### config.mk
export PLATFORM = sky130hd
export DESIGN_NAME = spi_slave_p_flat
export DESIGN_NICKNAME = d
export VERILOG_FILES = /design/src/rtl/spi_slave_p_pkg.sv /design/src/rtl/spi_slave_p_if.sv /design/src/rtl/spi_slave_p_sync.sv /design/src/rtl/spi_slave_p.sv /design/src/flat_wrapper.sv
export SDC_FILE = /design/constraint.sdc
export NUM_CORES = 1
export LEC_CHECK = 0
export BUFFER_PORTS_ARGS = -buffer_cell sky130_fd_sc_hd__buf_2
export CAP_MARGIN = 20
export CORE_UTILIZATION = 30
export CTS_CLUSTER_SIZE = 40
export DETAILED_ROUTE_END_ITERATION = 16
export GPL_ROUTABILITY_DRIVEN = 1
export SLEW_MARGIN = 20
export SYNTH_ARGS = -nofsm -noshare
export SYNTH_HDL_FRONTEND = slang
export SYNTH_SLANG_ARGS = --single-unit
export TNS_END_PERCENT = 50
### constraint.sdc
create_clock -name clk -period 5 [get_ports clk]
set_input_delay 0.5 -clock clk [delete_from_list [all_inputs] [get_ports clk]]
set_output_delay 0.5 -clock clk [all_outputs]
set_load 0.01 [all_outputs]
### src/rtl/spi_slave_p_pkg.sv
// Shared types for the parametrised SPI slave: latched bus mode, FSM states
// and the minimum sck half-period implied by the default synchroniser depth.
package spi_slave_p_pkg;

  typedef struct packed {
    logic cpol;
    logic cpha;
  } spi_mode_t;

  typedef enum logic [1:0] {
    IDLE,
    LOAD,
    SHIFT
  } spi_state_t;

  localparam int DEFAULT_SYNC_STAGES = 2;
  // Synchroniser depth plus edge flop plus one cycle to act on the edge.
  localparam int MIN_HALF_PERIOD_CLK = DEFAULT_SYNC_STAGES + 2;

endpackage

### src/rtl/spi_slave_p_if.sv
// Core-side word interface of the SPI slave: TX holding-buffer handshake plus
// received-word and underrun pulses.
interface spi_slave_p_if #(
  parameter int WIDTH = 8
) ();

  logic [WIDTH-1:0] tx_data;
  logic             tx_valid;
  logic             tx_ready;
  logic [WIDTH-1:0] rx_data;
  logic             rx_valid;
  logic             underrun;

  modport master (
    output tx_data,
    output tx_valid,
    input  tx_ready,
    input  rx_data,
    input  rx_valid,
    input  underrun
  );

  modport slave (
    input  tx_data,
    input  tx_valid,
    output tx_ready,
    output rx_data,
    output rx_valid,
    output underrun
  );

endinterface

### src/rtl/spi_slave_p_sync.sv
// STAGES-deep synchroniser for an asynchronous pin plus one extra flop for
// single-cycle rise/fall pulses aligned with the synchronised level q.
module spi_sync #(
  parameter int   STAGES  = 2,
  parameter logic RST_VAL = 1'b0
) (
  input  logic clk,
  input  logic rst,
  input  logic d,
  output logic q,
  output logic rise,
  output logic fall
);

  logic [STAGES-1:0] chain;
  logic              q_d;

  always_ff @(posedge clk) begin
    if (rst) begin
      chain <= {STAGES{RST_VAL}};
      q_d   <= RST_VAL;
    end else begin
      chain <= {chain[STAGES-2:0], d};
      q_d   <= chain[STAGES-1];
    end
  end

  assign q    = chain[STAGES-1];
  assign rise = q & ~q_d;
  assign fall = ~q & q_d;

endmodule

### src/rtl/spi_slave_p.sv
// SPI slave with any CPOL/CPHA, MSB/LSB-first words and a one-word TX buffer; pins act
// SYNC_STAGES+1 clk after they change; tx_ready stays low while a TX word is held.
module spi_slave_p
  import spi_slave_p_pkg::*;
#(
  parameter int               WIDTH         = 8,
  parameter int               SYNC_STAGES   = 2,
  parameter logic [WIDTH-1:0] UNDERRUN_WORD = '0
) (
  input  logic          clk,
  input  logic          rst,
  input  logic          sck,
  input  logic          ss,
  input  logic          mosi,
  output logic          miso,
  input  logic          cpol,
  input  logic          cpha,
  input  logic          lsb_first,
  spi_slave_p_if.slave  core
);

  localparam int CW = $clog2(WIDTH);

  logic sck_q, sck_rise, sck_fall;
  logic ss_q, ss_rise, ss_fall;
  logic [SYNC_STAGES-1:0] mosi_sync;
  logic mosi_q;

  spi_mode_t  mode_l;
  logic       lsb_l;
  spi_state_t state, state_nxt;

  logic sck_edge, lead_edge, trail_edge;
  logic sample_evt, shift_evt, word_start, last_bit, tx_accept;

  logic [WIDTH-1:0] tx_sr, rx_sr, rx_sr_nxt, buf_dat, rx_word;
  logic             buf_full, rx_vld, und_pulse;
  logic [CW-1:0]    bit_cnt;

  spi_sync #(.STAGES(SYNC_STAGES), .RST_VAL(1'b0)) u_sck_sync (
    .clk  (clk),
    .rst  (rst),
    .d    (sck),
    .q    (sck_q),
    .rise (sck_rise),
    .fall (sck_fall)
  );

  spi_sync #(.STAGES(SYNC_STAGES), .RST_VAL(1'b1)) u_ss_sync (
    .clk  (clk),
    .rst  (rst),
    .d    (ss),
    .q    (ss_q),
    .rise (ss_rise),
    .fall (ss_fall)
  );

  // mosi is delayed by the same depth as sck so data lines up with its edge pulse.
  always_ff @(posedge clk) begin
    if (rst) mosi_sync <= '0;
    else     mosi_sync <= {mosi_sync[SYNC_STAGES-2:0], mosi};
  end
  assign mosi_q = mosi_sync[SYNC_STAGES-1];

  assign sck_edge   = sck_rise | sck_fall;
  assign lead_edge  = sck_edge & (sck_q != mode_l.cpol);
  assign trail_edge = sck_edge & (sck_q == mode_l.cpol);
  assign last_bit   = (bit_cnt == CW'(WIDTH - 1));
  assign tx_accept  = core.tx_valid & ~buf_full;
  assign rx_sr_nxt  = lsb_l ? {mosi_q, rx_sr[WIDTH-1:1]} : {rx_sr[WIDTH-2:0], mosi_q};

  always_ff @(posedge clk) begin
    if (rst) state <= IDLE;
    else     state <= state_nxt;
  end

  always_comb begin
    state_nxt  = state;
    word_start = 1'b0;
    sample_evt = 1'b0;
    shift_evt  = 1'b0;
    case (state)
      IDLE: begin
        // cpha=1 defers the first load to the first leading edge.
        if (ss_fall) state_nxt = cpha ? SHIFT : LOAD;
      end
      LOAD: begin
        if (ss_rise) begin
          state_nxt = IDLE;
        end else begin
          word_start = 1'b1;
          state_nxt  = SHIFT;
        end
      end
      SHIFT: begin
        if (ss_rise) begin
          state_nxt = IDLE;
        end else begin
          sample_evt = mode_l.cpha ? trail_edge : lead_edge;
          shift_evt  = mode_l.cpha ? lead_edge : trail_edge;
          word_start = shift_evt & (bit_cnt == '0);
        end
      end
      default: state_nxt = IDLE;
    endcase
  end

  always_ff @(posedge clk) begin
    if (rst) begin
      mode_l    <= '0;
      lsb_l     <= 1'b0;
      tx_sr     <= '0;
      rx_sr     <= '0;
      bit_cnt   <= '0;
      buf_dat   <= '0;
      buf_full  <= 1'b0;
      rx_word   <= '0;
      rx_vld    <= 1'b0;
      und_pulse <= 1'b0;
    end else begin
      rx_vld    <= 1'b0;
      und_pulse <= 1'b0;

      if (state == IDLE && ss_fall) begin
        mode_l <= '{cpol: cpol, cpha: cpha};
        lsb_l  <= lsb_first;
      end

      if (word_start) begin
        if (buf_full) begin
          tx_sr <= buf_dat;
        end else begin
          tx_sr     <= UNDERRUN_WORD;
          und_pulse <= 1'b1;
        end
      end else if (shift_evt) begin
        tx_sr <= lsb_l ? (tx_sr >> 1) : (tx_sr << 1);
      end

      // A word start sees the old buffer state; an accept lands in the freed slot.
      if (tx_accept) begin
        buf_dat  <= core.tx_data;
        buf_full <= 1'b1;
      end else if (word_start && buf_full) begin
        buf_full <= 1'b0;
      end

      if (sample_evt) begin
        rx_sr <= rx_sr_nxt;
        if (last_bit) begin
          rx_word <= rx_sr_nxt;
          rx_vld  <= 1'b1;
          bit_cnt <= '0;
        end else begin
          bit_cnt <= bit_cnt + 1'b1;
        end
      end

      if (state != IDLE && ss_rise) begin
        bit_cnt <= '0;
        rx_sr   <= '0;
        tx_sr   <= '0;
      end
    end
  end

  assign miso = (state != IDLE && !ss_q) ? (lsb_l ? tx_sr[0] : tx_sr[WIDTH-1]) : 1'b0;

  assign core.tx_ready = ~buf_full;
  assign core.rx_data  = rx_word;
  assign core.rx_valid = rx_vld;
  assign core.underrun = und_pulse;

endmodule

### src/flat_wrapper.sv
// flat-port wrapper written by rule: the top's interface ports become plain ports
module spi_slave_p_flat import spi_slave_p_pkg::*;
#(
  parameter int               WIDTH         = 8,
  parameter int               SYNC_STAGES   = 2,
  parameter logic [WIDTH-1:0] UNDERRUN_WORD = '0
)
  (clk, rst, sck, ss, mosi, miso, cpol, cpha, lsb_first, core_tx_data, core_tx_valid, core_tx_ready, core_rx_data, core_rx_valid, core_underrun);
  spi_slave_p_if #(.WIDTH(WIDTH)) core_i ();
  input  logic clk;
  input  logic rst;
  input  logic sck;
  input  logic ss;
  input  logic mosi;
  output logic miso;
  input  logic cpol;
  input  logic cpha;
  input  logic lsb_first;
  input wire logic [$bits(core_i.tx_data)-1:0] core_tx_data;
  input wire logic [$bits(core_i.tx_valid)-1:0] core_tx_valid;
  output wire logic [$bits(core_i.tx_ready)-1:0] core_tx_ready;
  output wire logic [$bits(core_i.rx_data)-1:0] core_rx_data;
  output wire logic [$bits(core_i.rx_valid)-1:0] core_rx_valid;
  output wire logic [$bits(core_i.underrun)-1:0] core_underrun;
  assign core_i.tx_data = core_tx_data;
  assign core_i.tx_valid = core_tx_valid;
  assign core_tx_ready = core_i.tx_ready;
  assign core_rx_data = core_i.rx_data;
  assign core_rx_valid = core_i.rx_valid;
  assign core_underrun = core_i.underrun;
  spi_slave_p #(.WIDTH(WIDTH), .SYNC_STAGES(SYNC_STAGES), .UNDERRUN_WORD(UNDERRUN_WORD)) u_core (.clk(clk), .rst(rst), .sck(sck), .ss(ss), .mosi(mosi), .miso(miso), .cpol(cpol), .cpha(cpha), .lsb_first(lsb_first), .core(core_i));
endmodule
* Word level (Yosys, flattened, before mapping) *
Cells that the tools add are included.

cells by class
  $mul = 0
  muxes and demuxes = 26
  reductions and logical operators = 15
  bitwise gates (word level) = 16
  eq/ne operators = 7
  $lt $le $gt $ge = 0
  div/mod/pow operators = 0
  add/subtract/negate cells = 1
  shift operators = 0

operators by type and width
  kind                                                              count
  8-bit 2-to-1 mux                                                  5
  1-bit 2-to-1 mux                                                  14
  1-bit bitwise AND                                                 8
  2-bit 2-to-1 mux                                                  4
  1-bit inverter                                                    7
  2-bit one-hot mux with 3 select lines                             1
  2-bit nonzero test                                                3
  2-bit OR reduction                                                3
  1-bit logical AND                                                 4
  2-bit by 1-bit != test with 1-bit output (second input constant)  2
  2-bit AND reduction                                               2
  3-bit by 1-bit adder with 3-bit output (second input constant)    1
  3-bit == test (second input constant)                             1
  3-bit logical NOT                                                 1
  3-bit 2-to-1 mux                                                  1
  2-bit by 1-bit == test with 1-bit output (second input constant)  1
  2-bit == test (second input constant)                             1
  2-bit logical NOT                                                 1
  1-bit one-hot mux with 2 select lines                             1
  1-bit == test                                                     1
  1-bit logical NOT                                                 1
  1-bit != test                                                     1
  1-bit bitwise OR                                                  1

word-level totals
  output and inout bits = 12
  register bits = 51
  input bits = 17
  memory bits (writable) = 0
  word-level logic and storage cells = 82
  bits in read-only memories = 0
  bits in latches = 0
  memories kept = 0

* Depth between registers and ports, before layout *
  word-level depth = 11
  depth in mapped cells = 8
  depth with buffers taken out = 7

* Hierarchy *
A second synthesis with hierarchy kept.

unflattened totals
  cell total of the unflattened synthesis = 256
  area, all modules = 2319.7 µm²

by module, submodules not included
  module                         seq. area each (µm²)  area each (µm²)  cells each  times used
  spi_slave_p                    900.9                 2135.8           240         1
  spi_sync at u_core.u_ss_sync   60.1                  92.6             8           1
  spi_sync at u_core.u_sck_sync  60.1                  91.3             8           1

* Worst setup path after synthesis *
No wires, ideal clock.

  path type = register to output
  from = register u_core.lsb_l
  to = output miso
  arrival = 1110 ps
  required time = 4500 ps
  slack = 3390 ps
  path buffers = 2
  stages on the path, launching flop included = 5
  path through = dfxtp_1 buf_2 buf_2 mux2i_1 nor3_1

between the ends
  word-level cells in the longest chain between the ends = 2

ends and longest elaborated chain
  item                            line                RTL
  start: declaration              spi_slave_p.sv:30   logic lsb_l;
  start signal: assignment        spi_slave_p.sv:126  lsb_l <= lsb_first;
  1-bit 2-to-1 mux (2 in series)  spi_slave_p.sv:167  assign miso = (state != IDLE && !ss_q) ? (lsb_l ? tx_sr[0] : tx_sr[WIDTH-1]) : 1'b0;
  end: declaration                flat_wrapper.sv:15  output logic miso;

No other way between the ends.

* Final worst setup path *
Ends and elaborated chain as after synthesis.

==> key figures <==
Floorplan
  – Die Y: between 80 and 90 µm
  – Core area: 7292 µm²
  – Starting density of the core: 31.23%
  – Die area: 7943 µm²
  – Die Wd: 89.13 µm
  – Placement row count: 31
  – IO Pins: 29

STA
  – Max-slew headroom: approximately two fifths
  – Hold_ws: 0.3861 ns
  – Hold Fails Final Rpt: 0
  – Count of final setup violators: 0
  – Total negative slack: 0 ns
  – Final Slew Violations: 0
  – Fin crit share: 44.91%
  – Unrepaired setup endpoints after global routing: false
  – Worst Max-Slew Pin Slew: approximately 0.9 ns
  – Achievable frequency: 445.3 MHz
  – Clock skew: 0.003010 ns
  – Period minus WS final: 2.245 ns

Final layout
  – Synth-to-layout area growth: 12.91%
  – Fin util: 35.26%
  – Antenna Diode Count: 0
  – Layout cells sized above 1: between 20% and 30%
  – Post-Layout Inst Area: 2571 µm²
  – # nets final: 293
  – Finished Layout Cells: 370

Placed design
  – Placed cell area: 2462 µm²
  – IO Port Bufs: 28
  – Final RePlAce weighted congestion: 0.8322
  – Post-DP HPWL: around 3100 µm
  – Placed Instances: 361

Critical path
  – Worst Path Max Fanout: 19
  – Crit end category: output port
  – Worst Path Required: 4.50 ns
  – Startpoint Class: flip-flop
  – Data arrival, critical path: 1.75 ns
  – Setup Crit Path Kind: flip-flop to output port

Clock network
  – Clock transition at path regs: 0.09 ns
  – # hold bufs at CTS: 0
  – Cts bufs inserted: 5
  – Clk_lat worst skew: 0.29 ns
  – H-tree Lvls: 2
  – Clock sinks: between 50 and 60
  – Post-CTS repair timing setup buffer count: 0
  – Root buf cell: clkbuf_8
  – CTS tree: built
  – # resized after CTS: 0
  – Clock Path Buffers: 2

Yosys
  – Synth async-reset ratio: 0%
  – Post-synth EDFFs: 0
  – Synth top cells by count: dfxtp_1 (51), a21oi_1 (26), nand2_1 (25), nor2_1 (19), o21ai_0 (14)
  – Yosys reg bits: 51
  – Distinct cells, synth: 38
  – Most common cell in the netlist: dfxtp_1
  – Syn Area/Cell: 9.182 µm²
  – Mapped Nets: 271
  – Cell area after synthesis: 2277 µm²
  – Share of the synthesized area in the top cell type: 44.84%
  – Predominant post-synthesis flop cell: dfxtp_1
  – Yosys top cell by area: dfxtp_1
  – Post-synthesis cell count: approximately 250
  – Synth warn: 0
  – Register area share after synthesis: 44.84%
  – Area contributors post-synth: dfxtp_1 (45%), a21oi_1 (5.7%), mux2i_1 (5.7%)

Detailed routing
  – DRT antenna net count: 0
  – Via density: 4.786
  – Wire per inst: roughly 12 µm
  – Met3 Routed Length: 104 µm
  – Residual DRC: 0
  – WL met2: 2262 µm
  – Iteration-0 DRC Markers: 90
  – Total Wirelength: 4492 µm
  – Wire length on met1: 2090 µm
  – DR vias: between 1500 and 2000
  – Max layer used: met4
  – Drt pass-1 iters: 4

Power and ir drop
  – Peak supply drop: 0.0001880 V
  – PD cells: 306.7 nW/µm²
  – Lkg Pwr: between 0.9 and 1 nW

Job
  – Max Cap Viol: 0

Global route
  – First-pass GRT wire length: between 7000 and 8000 µm
  – Antenna violations before repair: 0
  – Overall Global Routing Usage: between 10% and 20%
  – Maximum number of pins on one net before global-route repair: 35
  – GRT Residual Overflow: 0
  – Number of global-route vias before repair: 1611

Status
  – Outcome: finished clean

Worst hold path
  – HP Class: primary input to flip-flop
-- layer usage --
metal  global-route usage (%)  vias to the layer above
met5                        0                        -
met4                    4.329                        0
met3                    2.585                        4
met2                    21.44                       18
met1                    14.17                      834
li1                         -                      915
-- kinds of logic after synthesis --
family | count (synthesis) | share of synthesized area, %
AO/OA/AOI/OAI | 69 | 20.38
XOR/XNOR | 1 | 0.7145
flip-flops | 51 | 44.84
buffers and inverters | 21 | 4.615
multiplexers | 19 | 8.791
adder cells (fa/ha/maj) | 6 | 3.297
AND/OR/NAND/NOR | 81 | 17.36
-- state kept, by name, indices dropped and copies added, names as in the netlist --
| name | cells |
|---|---|
| u_core.core.rx_data | 8 |
| u_core.core.underrun | 1 |
| u_core.buf_full | 1 |
| u_core.u_ss_sync.chain | 2 |
| u_core.u_sck_sync.q_d | 1 |
| u_core.u_sck_sync.chain | 2 |
| u_core.rx_sr | 8 |
| u_core.mode_l | 2 |
| u_core.buf_dat | 8 |
| u_core.core.rx_valid | 1 |
| u_core.u_ss_sync.q_d | 1 |
| u_core.lsb_l | 1 |
| u_core.mosi_sync | 2 |
| u_core.state | 2 |
| u_core.bit_cnt | 3 |
| u_core.tx_sr | 8 |
-- area by class of cell --
| type | count | area (µm²) |
|---|---|---|
| Timing Repair Buffer | 29 | 145.1 |
| Multi-Input combinational cell | 176 | 1151 |
| Tap cell | 99 | 123.9 |
| Fill cell | 804 | 4721 |
| Clock inverter | 1 | 7.507 |
| Sequential cell | 51 | 1021 |
| Clock buffer | 7 | 96.34 |
| Inverter | 7 | 26.28 |
-- critical path: stages, from the launching register on --
cell and delay [ns]:
dfxtp_1 0.92, mux2i_1 0.19, nor3_1 0.18, buf_2 0.16
-- report_power, final --
group / total (W) / internal [W] / switching (W) / leakage, nW
Sequential: 0.000437 / 0.000422 / 0.0000147 / 0.415
Clock: 0.000257 / 0.000126 / 0.000131 / 0.0505
Combinational: 0.0000941 / 0.0000388 / 0.0000553 / 0.482
-- cell usage in the layout (no fill, tap or decap), types with 7 or more instances in the layout --
cell type | netlist | routed
a21oi_1 | 26 | 26
inv_1 | 7 | 7
dfxtp_1 | 51 | 51
nand2_1 | 25 | 25
o21ai_0 | 14 | 14
mux2i_1 | 13 | 13
nor2_1 | 19 | 19
nor2b_1 | 12 | 12
a211oi_1 | 9 | 9
a211oi_2 | 8 | 8
nor3_1 | 7 | 7
clkbuf_8 | 0 | 7
buf_2 | 3 | 28
-- metrics by stage --
| stage | total power (W) | setup WS [ns] |
|---|---|---|
| 6_report | 0.0007885 | 2.755 |
| 5_1_grt | 0.0008278 | 2.572 |
| 4_1_cts | 0.0007978 | 2.692 |
| 3_5_place_dp | 0.0005400 | 2.842 |
| 3_3_place_gp | 0.0005382 | 2.882 |
| 2_1_floorplan | 0.0005166 | 3.390 |
-- final timing paths --
| check | depth (start not counted) | start | end | slack (ns) |
|---|---|---|---|---|
| worst max register to register | 6 | u_core.state[0]$_SDFFE_PP0P_ | u_core.core.rx_data[1]$_SDFFE_PP0P_ | 3.01 |
| worst min register to register | 1 | u_core.u_ss_sync.chain[0]$_SDFF_PP1_ | u_core.u_ss_sync.chain[1]$_SDFF_PP1_ | 0.41 |
| worst max-delay path | 3 | u_core.lsb_l$_SDFFE_PP0P_ | miso | 2.75 |
| worst min-delay path | 2 | ss | u_core.u_ss_sync.chain[0]$_SDFF_PP1_ | 0.39 |
Note: power is estimated with default switching activity, not from simulation.
